### src/rtl/mem_block_if.sv
// Block memory bus between a cache (master) and the memory responder (slave).
// One 128-bit block per transfer; mem_read/mem_write are levels held until mem_ready.
interface mem_block_if;
    logic         mem_read;
    logic         mem_write;
    logic [27:0]  mem_addr;
    logic [127:0] mem_wdata;
    logic [127:0] mem_rdata;
    logic         mem_ready;

    modport master (
        output mem_read, mem_write, mem_addr, mem_wdata,
        input  mem_rdata, mem_ready
    );

    modport slave (
        input  mem_read, mem_write, mem_addr, mem_wdata,
        output mem_rdata, mem_ready
    );
endinterface

### src/rtl/mem_block_responder.sv
// Fixed-latency block memory responder behind the cache memory interface.
// One request at a time; answers LATENCY+1 cycles after acceptance with a single
// mem_ready pulse. Define MEM_WRITE_EN to make the array writable; without it the
// block is a zero-initialised ROM that still accepts and acknowledges writes.
module mem_block_responder #(
    parameter int unsigned LATENCY = 8,
    parameter int unsigned DEPTH_W = 8
) (
    input logic       clk,
    input logic       proc_reset,
    mem_block_if.slave bus
);

    typedef enum logic [1:0] {S_IDLE, S_BUSY, S_RESP} state_t;

    localparam logic [7:0] LOAD = 8'(LATENCY - 1);

    state_t               state;
    logic [7:0]           count;
    logic [DEPTH_W-1:0]   idx;
    logic                 op_write;
    logic [127:0]         array [2**DEPTH_W];

    // Upper address bits alias onto the stored blocks.
    logic unused_addr;
    assign unused_addr = ^bus.mem_addr[27:DEPTH_W];

`ifdef MEM_WRITE_EN
    logic [127:0] wdata_hold;
`else
    logic unused_wdata;
    assign unused_wdata = ^bus.mem_wdata;
`endif

    // Request FSM, latency counter, registered outputs and the block array.
    always_ff @(posedge clk or posedge proc_reset) begin
        if (proc_reset) begin
            state         <= S_IDLE;
            count         <= 8'd0;
            idx           <= '0;
            op_write      <= 1'b0;
            bus.mem_ready <= 1'b0;
            bus.mem_rdata <= '0;
`ifdef MEM_WRITE_EN
            wdata_hold    <= '0;
`endif
            for (int i = 0; i < 2**DEPTH_W; i++) begin
                array[i] <= '0;
            end
        end else begin
            bus.mem_ready <= 1'b0;
            unique case (state)
                S_IDLE: begin
                    if (bus.mem_read || bus.mem_write) begin
                        idx   <= bus.mem_addr[DEPTH_W-1:0];
                        count <= LOAD;
                        state <= S_BUSY;
`ifdef MEM_WRITE_EN
                        // A simultaneous read is dropped in favour of the write.
                        op_write   <= bus.mem_write;
                        wdata_hold <= bus.mem_wdata;
`else
                        // ROM: a simultaneous read wins so the data is returned.
                        op_write   <= bus.mem_write & ~bus.mem_read;
`endif
                    end
                end
                S_BUSY: begin
                    if (count == 8'd0) begin
                        state         <= S_RESP;
                        bus.mem_ready <= 1'b1;
                        if (!op_write) begin
                            bus.mem_rdata <= array[idx];
                        end
`ifdef MEM_WRITE_EN
                        else begin
                            array[idx] <= wdata_hold;
                        end
`endif
                    end else begin
                        count <= count - 8'd1;
                    end
                end
                S_RESP: begin
                    state <= S_IDLE;
                end
                default: begin
                    state <= S_IDLE;
                end
            endcase
        end
    end

endmodule

### src/flat_wrapper.sv
// flat-port wrapper written by rule: the top's interface ports become plain ports
module mem_block_responder_flat 
#(
    parameter int unsigned LATENCY = 8,
    parameter int unsigned DEPTH_W = 8
)
  (clk, proc_reset, bus_mem_read, bus_mem_write, bus_mem_addr, bus_mem_wdata, bus_mem_rdata, bus_mem_ready);
  mem_block_if bus_i ();
  input logic clk;
  input logic proc_reset;
  input wire logic [$bits(bus_i.mem_read)-1:0] bus_mem_read;
  input wire logic [$bits(bus_i.mem_write)-1:0] bus_mem_write;
  input wire logic [$bits(bus_i.mem_addr)-1:0] bus_mem_addr;
  input wire logic [$bits(bus_i.mem_wdata)-1:0] bus_mem_wdata;
  output wire logic [$bits(bus_i.mem_rdata)-1:0] bus_mem_rdata;
  output wire logic [$bits(bus_i.mem_ready)-1:0] bus_mem_ready;
  assign bus_i.mem_read = bus_mem_read;
  assign bus_i.mem_write = bus_mem_write;
  assign bus_i.mem_addr = bus_mem_addr;
  assign bus_i.mem_wdata = bus_mem_wdata;
  assign bus_mem_rdata = bus_i.mem_rdata;
  assign bus_mem_ready = bus_i.mem_ready;
  mem_block_responder #(.LATENCY(LATENCY), .DEPTH_W(DEPTH_W)) u_core (.clk(clk), .proc_reset(proc_reset), .bus(bus_i));
endmodule
### config.mk
export PLATFORM = sky130hd
export DESIGN_NAME = mem_block_responder_flat
export DESIGN_NICKNAME = d
export VERILOG_FILES = /design/src/rtl/mem_block_if.sv /design/src/rtl/mem_block_responder.sv /design/src/flat_wrapper.sv
export SDC_FILE = /design/constraint.sdc
export NUM_CORES = 1
export LEC_CHECK = 0
export CAP_MARGIN = 40
export CORE_AREA = 2 2 113 115
export DETAILED_ROUTE_END_ITERATION = 8
export DIE_AREA = 0 0 115 117
export PLACE_DENSITY_LB_ADDON = 0.3
export SLEW_MARGIN = 20
export SYNTH_ARGS = -nofsm -noshare
export SYNTH_HDL_FRONTEND = slang
export SYNTH_SLANG_ARGS = --single-unit
### constraint.sdc
create_clock -name clk -period 5.3 [get_ports clk]
set_input_delay 1.06 -clock clk [delete_from_list [all_inputs] [get_ports clk]]
set_output_delay 1.06 -clock clk [all_outputs]
set_load 0.05 [all_outputs]
## After elaboration in Yosys (flattened, before gate mapping)

Index checks and enable logic that the tools add are counted.

- Memory bits (writable): 0
- Output and inout port bits: 129
- Bits in registers: 148
- Memory bits (read-only): 0
- Latch bits: 0
- Memories: 0

- Magnitude comparators: 1
- Reductions and logical operators: 8
- Multiplexer cells: 11
- Shifts and indexed selects: 0
- Bitwise logic cells: 4
- Add/subtract/negate cells: 1
- Multipliers: 0
- Div/mod/pow operators: 0
- Equal/unequal tests: 4

Operators by type and width:

| cell | count |
|---|---|
| $bmux 128 s8 | 1 |
| $mux 128 | 2 |
| $mux 8 | 2 |
| $pmux 8 s2 | 1 |
| $ge 9x9->1 const B | 1 |
| $not 8->9 | 1 |
| $logic_not 8->1 | 1 |
| $sub 8x1->8 const B | 1 |
| $reduce_and 3->1 | 2 |
| $mux 2 | 2 |
| $ne 2x1->1 const B | 2 |
| $pmux 2 s2 | 1 |
| $reduce_and 2->1 | 2 |
| $eq 2x1->1 const B | 1 |
| $logic_not 2->1 | 1 |
| $mux 1 | 2 |
| $ne 2x2->1 const B | 1 |
| $not 1->1 | 2 |
| $reduce_bool 2->1 | 1 |
| $and 1x1->1 | 1 |
| $logic_or 1x1->1 | 1 |

## Logic depth before layout (Yosys ltp)

Gate-level depths: netlist of run 1.

- Word-level depth: 4
- Gate-level depth with buffers: 7
- Depth with buffers taken out: 7

## Least setup slack after synthesis of run 1

No wires, ideal clock.

- Path type: input to register
- From: input port bus_mem_write
- To: register u_core.count[6]
- Data required time: 5223 ps
- Path slack: 3252 ps
- Stages: 5
- Data arrival time: 1971 ps
- Library setup time: 77 ps
- Path through: nor3_1 > a311o_1 > inv_2 > a31o_2 > a21oi_1

- Cells in the longest elaborated chain, start to end: 3

Ends and longest elaborated chain:

| what | line | source |
|---|---|---|
| start, declared | flat_wrapper.sv:12 | `input wire logic [$bits(bus_i.mem_write)-1:0] bus_mem_write;` |
| $logic_or 1x1->1 | mem_block_responder.sv:54 | `if (bus.mem_read \|\| bus.mem_write) begin` |
| $ne 2x1->1 (no source line) | - |  |
| $reduce_and 3->1 (no source line) | - |  |
| end signal, assigned | mem_block_responder.sv:81 | `count <= count - 8'd1;` |
| end, declared | mem_block_responder.sv:19 | `logic [7:0] count;` |

No other way between the ends.
A chain may end at the register's enable or synchronous reset.

## Worst setup path in the final report of run 1

- From: register u_core.bus.mem_ready
- To: output port bus_mem_ready

RTL lines:

| what | line | source |
|---|---|---|
| start, declared | mem_block_if.sv:18 | `output mem_rdata, mem_ready` |
| start signal, assigned | mem_block_responder.sv:42 | `bus.mem_ready <= 1'b0;` |
| start signal, assigned | mem_block_responder.sv:51 | `bus.mem_ready <= 1'b0;` |
| start signal, assigned | mem_block_responder.sv:71 | `bus.mem_ready <= 1'b1;` |
| end, declared | flat_wrapper.sv:16 | `output wire logic [$bits(bus_i.mem_ready)-1:0] bus_mem_ready;` |

No word-level cell between the ends.

==> impl_metrics.csv, run 1 <==
group,metric,value,unit
final_layout,layout_commonest_cell,"conb_1",
timing,finClkSkew,2.348,ps
power,seqPwrFrac,24.5,%
grt,grt_pass1_wl,2.283,mm
logic_synthesis,synth_area,1546,um^2
worst_setup_path,slowest_delay,810,ps
final_layout,synthToLayoutAreaGrowth,-11.49,%
timing,slew_violations,0,
timing,worst-slew-pin-transition,522.4,ps
timing,hold_viol,0,
power,switching_power,344.4,uW
logic_synthesis,synth_xor_area_share,0,%
final_layout,nNetsFinal,359,
final_layout,fin_cells,346,
clock_network,cts_tree,"yes",
clock_network,cts_hold_buf,0,
clock_network,clockBufferDepth,2,
floorplanning,die-area,13460,um^2
drt,wl_met2,786,um
worst_setup_path,startpoint_type,"flip-flop",
drt,wl_per_cell,5.153,um
placed_design,dp.cells,342,
clock_network,htreeDepth,1,
placed_design,pre_cts_ws,2636,ps
clock_network,cts.sinks,11,
worst_setup_path,crit_path_end_kind,"output port",
grt,grt_max_degree,12,
logic_synthesis,synthMuxAreaShare,1.294,%
timing,max-slew-margin-rel,65.07,%
power,p_leak,0.0007457,uW
worst_setup_path,required,4240,ps
clock_network,cts_resized,0,
timing,fmax,411.9,MHz
clock_network,postCtsSetupBuffers,0,
drt,vias,784,
logic_synthesis,netlist.area_leader.share,62.14,%
drt,antenna_left,0,
worst_setup_path,r2r_slack,3380,ps
worst_setup_path,crit_chain,"clkdlybuf4s50_1",
timing,setup_tns,0,ps
logic_synthesis,synth-seq-area-share,17.80,%
floorplanning,core,12310,um^2
placed_design,io_buffers,4,
logic_synthesis,ys_seq_elements,11,
status,outcome,"finished clean",
floorplanning,die_w,115,um
run,maxCapViolCount,0,
timing,period_share,45.81,%
clock_network,clk_latency,240,ps
floorplanning,start_util,12.56,%
logic_synthesis,yosys-top-cells-area,"buf_4, dfrtp_1, ha_1",
drt,via_per_inst,2.266,
clock_network,root_buffer,"clkbuf_16",
power,p_clk_share,21.7,%
worst_setup_path,crit_buf_inv,1,
worst_setup_path,critPathKind,"flip-flop to output port",
grt,grtUsageTotal,2.215,%
drt,drtIter0Drc,35,
grt,gr-total-overflow,0,
timing,fin_crit,2428,ps
timing,setup_viol_count_final,0,
worst_hold_path,hp-class,"flip-flop to flip-flop",
drt,wl_met1,720,um
logic_synthesis,syn_avg_cell_area,8.182,um^2
floorplanning,row_count,41,
logic_synthesis,synth_compound_area_share,4.773,%
final_layout,fill_cells,1407,
final_layout,diodes,0,
drt,top_layer,"met3",
clock_network,cts.reportedPaths.clkPinSlew,40,ps
drt,drcViolationCount,0,
floorplanning,die_h,117,um
timing,rsz0062_at_grt,"false",
worst_setup_path,cp.arrival,1370,ps
logic_synthesis,synth-simple-area-share,10.92,%
floorplanning,boundaryPins,289,
power,pwr-share-comb,53.7,%
power,p_int,284.7,uW
final_layout,layout_common_cells,"conb_1, dfrtp_1, nor2_1, nand2_1",
power,p_sw_share,54.74,%
drt,wl,1.783,mm
logic_synthesis,synth_top_family_by_area,"buffers and inverters",
drt,wl_met3,276,um
worst_setup_path,path_delay_family,"buffers and inverters",
logic_synthesis,yosysUniqueCellTypes,29,
power,power_density,459.5,nW/um^2
grt,grt_pass1_vias,492,
placed_design,dp_hpwl,1.515,mm
worst_setup_path,crit_fanout,1,
grt,antenna_found_initial,0,
worst_setup_path,cp_slowest_cell,"clkdlybuf4s50_1",
logic_synthesis,yosysTopAreaCell,"buf_4",
placed_design,gp_congestion,0.7481,
logic_synthesis,postSynthCellCount,189,
clock_network,cts_buffers,3,
logic_synthesis,synth_fa_ha_area_share,1.618,%
power,ir_drop,101.1,uV
logic_synthesis,yosys_warnings,32770,
drt,first_pass_iters,2,
timing,layout_setup_ws,2872,ps
final_layout,drive_gt1_share,4.082,%
[worst register-to-register path: stages, from the launching register on]
cell      delay [ps]
dfrtp_1          390
inv_1             80
ha_1             200
and3b_1          190
a311o_1          420
o311ai_0         370
o41ai_1          130
[worst paths after layout]
path	start	end	depth (start not counted)
min in group asynchronous	proc_reset	u_core.count[5]	2
max in group asynchronous	proc_reset	u_core.count[4]	2
min reg2reg	u_core.count[0]	u_core.count[0]	1
max	u_core.bus.mem_ready	bus_mem_ready	1
max reg2reg	u_core.count[0]	u_core.count[5]	6
min	u_core.count[0]	u_core.count[0]	1
[layer usage]
| layer | GRT usage, % | up-vias |
|---|---|---|
| met5 | 0 | - |
| met4 | 0.2410 | 0 |
| met3 | 1.390 | 0 |
| met2 | 3.176 | 75 |
| li1 | - | 362 |
| met1 | 2.905 | 347 |
[power by group through the flow]
stage	logic [uW]	clock network [uW]	registers, uW
2_1_floorplan	380	0	150
3_3_place_gp	335	0	156
3_5_place_dp	338	0	155
4_1_cts	338	141	155
5_1_grt	364	147	161
6_report	338	137	154
[synthesized netlist by cell type]
library cell and n:
nor2b_1 1, or2_2 2, o311ai_0 1, o21ai_1 1, mux2i_1 2, and3b_1 1
a31oi_1 2, ha_1 2, nor2_1 5, a31o_2 1, nand4_1 1, nand2b_1 3
nor4_4 1, dfrtp_1 11, and2_1 1, o21ai_0 1, o41ai_1 1, buf_4 128
nor4_1 1, a21oi_1 3, conb_1 1, a311o_1 1, nor3_1 3, and3_1 1
nand2_1 5, or3_1 3, nand3_1 1, inv_1 4, inv_2 1
[state kept, by name (all words and copies together), names as in the netlist]
signal                count
u_core.state              2
u_core.count              8
u_core.bus.mem_ready      1
[cell type report]
cell class	instances	area [um^2]	share of cell area, %
well taps	150	187.7	13.71
multi-input cells	172	768.2	56.12
repair buffers	4	40.04	2.925
inverters	5	18.77	1.371
flip-flops and latches	11	275.3	20.11
clock buffers	4	78.83	5.759
[stage by stage]
stage	total power, uW	util [%]	hold slack (ps)	area (um^2)
5_1_grt	672.3	11.12	575.4	1369
3_3_place_gp	490.2	10.48	519.3	1290
4_1_cts	634.0	11.12	523.0	1369
3_5_place_dp	492.9	10.48	515.5	1290
2_1_floorplan	530.9	-	478.3	2023
6_report	629.0	11.12	518.8	1369
[cell families (layout without fill, tap and decap cells)]
logic type / Yosys count / in the layout
AOI/OAI and AO/OA: 11 / 11
adders and majority gates: 2 / 2
buffers and inverters: 133 / 13
DFF: 11 / 11
muxes: 2 / 2
other: 1 / 128
and+or+nand+nor: 29 / 29
No activity file was read; power rests on OpenSTA's default activity.
==> run 2: changes to the inputs <==
--- a/config.mk
+++ b/config.mk
@@ -6,9 +6,9 @@
 export NUM_CORES = 1
 export LEC_CHECK = 0
 export CAP_MARGIN = 40
-export CORE_AREA = 2 2 113 115
+export CORE_AREA = 2 2 112 114
 export DETAILED_ROUTE_END_ITERATION = 8
-export DIE_AREA = 0 0 115 117
+export DIE_AREA = 0 0 114 116
 export PLACE_DENSITY_LB_ADDON = 0.3
 export SLEW_MARGIN = 20
 export SYNTH_ARGS = -nofsm -noshare
==> constraint.sdc (replaced) <==
create_clock -name clk -period 2.4 [get_ports clk]
set_input_delay 0.48 -clock clk [delete_from_list [all_inputs] [get_ports clk]]
set_output_delay 0.48 -clock clk [all_outputs]
set_load 0.05 [all_outputs]
==> impl_metrics.csv, run 2 (synthesized netlist as in run 1, its figures left out) <==
group,metric,value,unit
status,outcome,"finished clean",
timing,period_share,81.02,%
timing,max-slew-margin-rel,66.78,%
timing,worst-slew-pin-transition,496.8,ps
clock_network,cts_hold_buf,0,
placed_design,io_buffers,4,
drt,drcViolationCount,0,
worst_setup_path,required,2500,ps
power,ir_drop,231.7,uV
timing,finClkSkew,1.280,ps
final_layout,reg_top3,"u_core.count (8), u_core.state (2), u_core.bus.mem_ready (1)",
floorplanning,row_count,40,
worst_setup_path,startpoint_type,"flip-flop",
run,maxCapViolCount,0,
final_layout,layout_commonest_cell,"conb_1",
placed_design,dp_hpwl,1.607,mm
final_layout,layout_common_cells,"conb_1, dfrtp_1, nor2_1, nand2_1",
drt,wl_per_cell,5.487,um
grt,grt_pass1_wl,2.435,mm
clock_network,root_buffer,"clkbuf_16",
floorplanning,die_h,116,um
drt,wl,1.882,mm
final_layout,largest_register_ffs,8,
grt,grt_max_degree,12,
clock_network,htreeDepth,1,
timing,fin_crit,1945,ps
timing,fmax,514.3,MHz
final_layout,top_register,"u_core.count",
drt,drtIter0Drc,20,
power,p_int,628.4,uW
power,seqPwrFrac,24.8,%
clock_network,cts_tree,"yes",
placed_design,gp_congestion,0.7414,
final_layout,nNetsFinal,359,
timing,setup_viol_count_final,0,
power,p_sw_share,54.96,%
power,switching_power,766.6,uW
timing,fin_hold_ws,535.1,ps
clock_network,cts_buffers,3,
clock_network,cts_resized,0,
floorplanning,die_w,114,um
grt,grtUsageTotal,2.429,%
timing,slew_violations,0,
clock_network,postCtsSetupBuffers,0,
power,p_leak,0.0007457,uW
worst_setup_path,critPathKind,"flip-flop to flip-flop",
drt,vias,786,
power,power,1395,uW
clock_network,clockBufferDepth,2,
timing,setup_tns,0,ps
floorplanning,start_util,12.98,%
power,pwr-share-comb,53.3,%
floorplanning,die-area,13220,um^2
timing,hold_viol,0,
floorplanning,core,11910,um^2
final_layout,drive_gt1_share,4.082,%
clock_network,cts.reportedPaths.clkPinSlew,40,ps
final_layout,diodes,0,
worst_setup_path,crit_fanout,5,
power,power_density,1022,nW/um^2
drt,via_per_inst,2.292,
clock_network,cts.sinks,11,
grt,gr-total-overflow,0,
power,p_clk_share,21.9,%
drt,first_pass_iters,2,
drt,antenna_left,0,
grt,grt_pass1_vias,481,
worst_setup_path,cp.arrival,2050,ps
worst_hold_path,hp-class,"flip-flop to flip-flop",
worst_setup_path,crit_path_end_kind,"flip-flop",
timing,rsz0062_at_grt,"false",
clock_network,clk_latency,240,ps
floorplanning,boundaryPins,289,
final_layout,synthToLayoutAreaGrowth,-11.73,%
grt,antenna_found_initial,0,
-- run 2: cell counts in the layout (fill, tap and decap cells not counted) --
No cell type changed its count.
-- run 2: critical path, stage by stage (launching register included) --
cell	delay [ps]
dfrtp_1	400
inv_1	80
ha_1	210
and3b_1	190
a311o_1	420
o311ai_0	380
o41ai_1	130
-- run 2: metrics by stage --
step	setup slack, ps	instance area (um^2)	std cells	util (%)
final	455.5	1365	343	11.46
after global routing	299.5	1365	343	11.46
after CTS	471.3	1365	343	11.46
after floorplan	670.7	2023	316	-
after detailed placement	318.5	1286	339	10.80
after global placement	313.5	1286	339	10.80
-- run 2: layout make-up --
class                   count  area [um^2]
clock buffers               4        78.83
fillers                  1372        10550
inverters                   5        18.77
multi-input cells         172        768.2
flip-flops and latches     11        275.3
well taps                 147        183.9
repair buffers              4        40.04
-- run 2: per-layer routing --
| metal | GRT usage [%] | share of wire, % | routed length [um] |
|---|---|---|---|
| met1 | 3.251 | 39 | 728 |
| met3 | 1.621 | 15 | 275 |
| met5 | 0 | 0 | 0 |
| met2 | 3.214 | 47 | 878 |
| met4 | 0.4878 | 0 | 0 |
-- run 2: power groups by stage --
stage	logic, uW	registers (uW)	clock network (uW)
5_1_grt	811	360	332
4_1_cts	746	345	314
6_report	744	346	305
3_3_place_gp	738	345	0
2_1_floorplan	840	332	0
3_5_place_dp	744	347	0
-- run 2: final timing paths --
path,start,to,slack (ps),depth (start not counted)
setup / recovery,u_core.count[0],u_core.count[5],460,6
hold / removal,u_core.count[0],u_core.count[0],540,1
setup reg to reg,u_core.count[0],u_core.count[5],460,6
hold reg to reg,u_core.count[0],u_core.count[0],540,1
max in group asynchronous,proc_reset,u_core.count[6],1510,2
min in group asynchronous,proc_reset,u_core.count[1],560,2
==> run 3: changes to the inputs <==
==> constraint.sdc (replaced) <==
create_clock -name clk -period 1.8 [get_ports clk]
set_input_delay 0.36 -clock clk [delete_from_list [all_inputs] [get_ports clk]]
set_output_delay 0.36 -clock clk [all_outputs]
set_load 0.05 [all_outputs]
==> impl_metrics.csv, run 3 (synthesized netlist as in run 1, its figures left out) <==
group,metric,value,unit
status,outcome,"finished clean",
placed_design,dp_hpwl,1.666,mm
worst_setup_path,crit_path_end_kind,"flip-flop",
final_layout,synthToLayoutAreaGrowth,-8.981,%
drt,antenna_left,0,
drt,vias,791,
drt,drtIter0Drc,24,
final_layout,nNetsFinal,365,
timing,fmax,588.2,MHz
floorplanning,core,11910,um^2
clock_network,cts_hold_buf,0,
grt,grt_max_degree,12,
final_layout,drive_gt1_share,7.426,%
clock_network,htreeDepth,1,
placed_design,pre_cts_ws,-126.3,ps
clock_network,clk_latency,240,ps
final_layout,diodes,0,
floorplanning,boundaryPins,289,
clock_network,cts_buffers,3,
floorplanning,row_count,40,
timing,hold_viol,0,
timing,fin_hold_ws,436.4,ps
timing,setup_viol_count_final,0,
floorplanning,die_h,116,um
timing,rsz0062_at_grt,"false",
drt,via_per_inst,2.266,
floorplanning,die-area,13220,um^2
final_layout,layout_common_cells,"conb_1, dfrtp_1, buf_4",
worst_setup_path,critPathKind,"flip-flop to flip-flop",
final_layout,layout_commonest_cell,"conb_1",
floorplanning,die_w,114,um
worst_setup_path,r2r-end,"u_core.count[3]",
placed_design,io_buffers,4,
clock_network,root_buffer,"clkbuf_16",
power,ir_drop,256.6,uV
drt,first_pass_iters,4,
placed_design,gp_congestion,0.7072,
floorplanning,start_util,12.98,%
final_layout,reg_top3,"u_core.count (8), u_core.state (2), u_core.bus.mem_ready (1)",
clock_network,postCtsSetupBuffers,0,
drt,wl_per_cell,5.536,um
clock_network,cts_resized,0,
final_layout,top_register,"u_core.count",
clock_network,clockBufferDepth,2,
worst_setup_path,r2r-start,"u_core.count[0]",
worst_setup_path,r2r_slack,100,ps
grt,antenna_found_initial,0,
worst_setup_path,r2r_cells,6,
power,p_leak,0.0007767,uW
power,power_density,1367,nW/um^2
grt,grt_pass1_vias,550,
drt,drcViolationCount,0,
grt,grt_pass1_wl,2.525,mm
worst_setup_path,cp.arrival,1860,ps
timing,slew_violations,0,
timing,layout_setup_ws,100.0,ps
worst_hold_path,hp-class,"primary input to asynchronous set/reset pin",
clock_network,cts.sinks,11,
final_layout,largest_register_ffs,8,
worst_setup_path,required,1960,ps
worst_setup_path,crit_end,"u_core.count[3]",
worst_setup_path,startpoint_type,"flip-flop",
grt,gr-total-overflow,0,
timing,period_share,94.44,%
clock_network,cts.reportedPaths.clkPinSlew,40,ps
worst_setup_path,crit_fanout,5,
run,maxCapViolCount,0,
drt,wl,1.932,mm
clock_network,cts_tree,"yes",
timing,finClkSkew,0.5708,ps
timing,fin_crit,1700,ps
grt,grtUsageTotal,2.439,%
worst_setup_path,crit_path_start,"u_core.count[0]",
-- run 3: cell types whose count changed in the layout (fill, tap and decap cells not counted) --
cell	delta
buf_4	+7
clkdlybuf4s50_1	-1
-- run 3: routing by layer --
metal	vias to the layer above	track usage, %	routed length (um)	part of all wire [%]
met2	74	3.770	952	49
li1	369	-	-	-
met5	-	0	0	0
met3	0	1.098	251	13
met4	0	0.7317	0	0
met1	348	3.060	728	38
-- run 3: how the worst min path moves through the flow --
stage | from | endpoint | slack, ps
final | proc_reset | u_core.count[4] | 440
after global routing | proc_reset | u_core.count[4] | 500
after CTS | proc_reset | u_core.count[4] | 460
after detailed placement | u_core.state[1] | u_core.bus.mem_ready | 530
after global placement | u_core.state[1] | u_core.bus.mem_ready | 540
after floorplan | proc_reset | u_core.bus.mem_ready | 210
-- run 3: where the power goes --
part / switching, uW / internal [uW]
Sequential: 99.4 / 348
Clock: 107 / 297
Combinational: 828 / 244
Total: 1030 / 890
-- run 3: area by class of cell --
class	count	area (um^2)
Clock buffer	4	78.83
Fill cell	1382	10500
Inverter	5	18.77
Multi-Input combinational cell	172	768.2
Sequential cell	11	275.3
Tap cell	147	183.9
Timing Repair Buffer	10	82.58
-- run 3: through the flow --
step                      instances  util, %  setup TNS, ps  cell area (um^2)  total power (uW)
after floorplan                 316        -              0              2023              1563
after global placement          345    11.16         -454.5              1329              1511
after detailed placement        345    11.16         -427.3              1329              1518
after CTS                       349    11.82              0              1408              1933
after global routing            349    11.82              0              1408              2051
final                           349    11.82              0              1408              1924
-- run 3: critical path, stage by stage, from the launching register on --
cell,delay [ps]
dfrtp_1,330
inv_1,60
ha_1,180
and3b_1,170
a311o_1,330
or3_1,370
a21oi_1,160
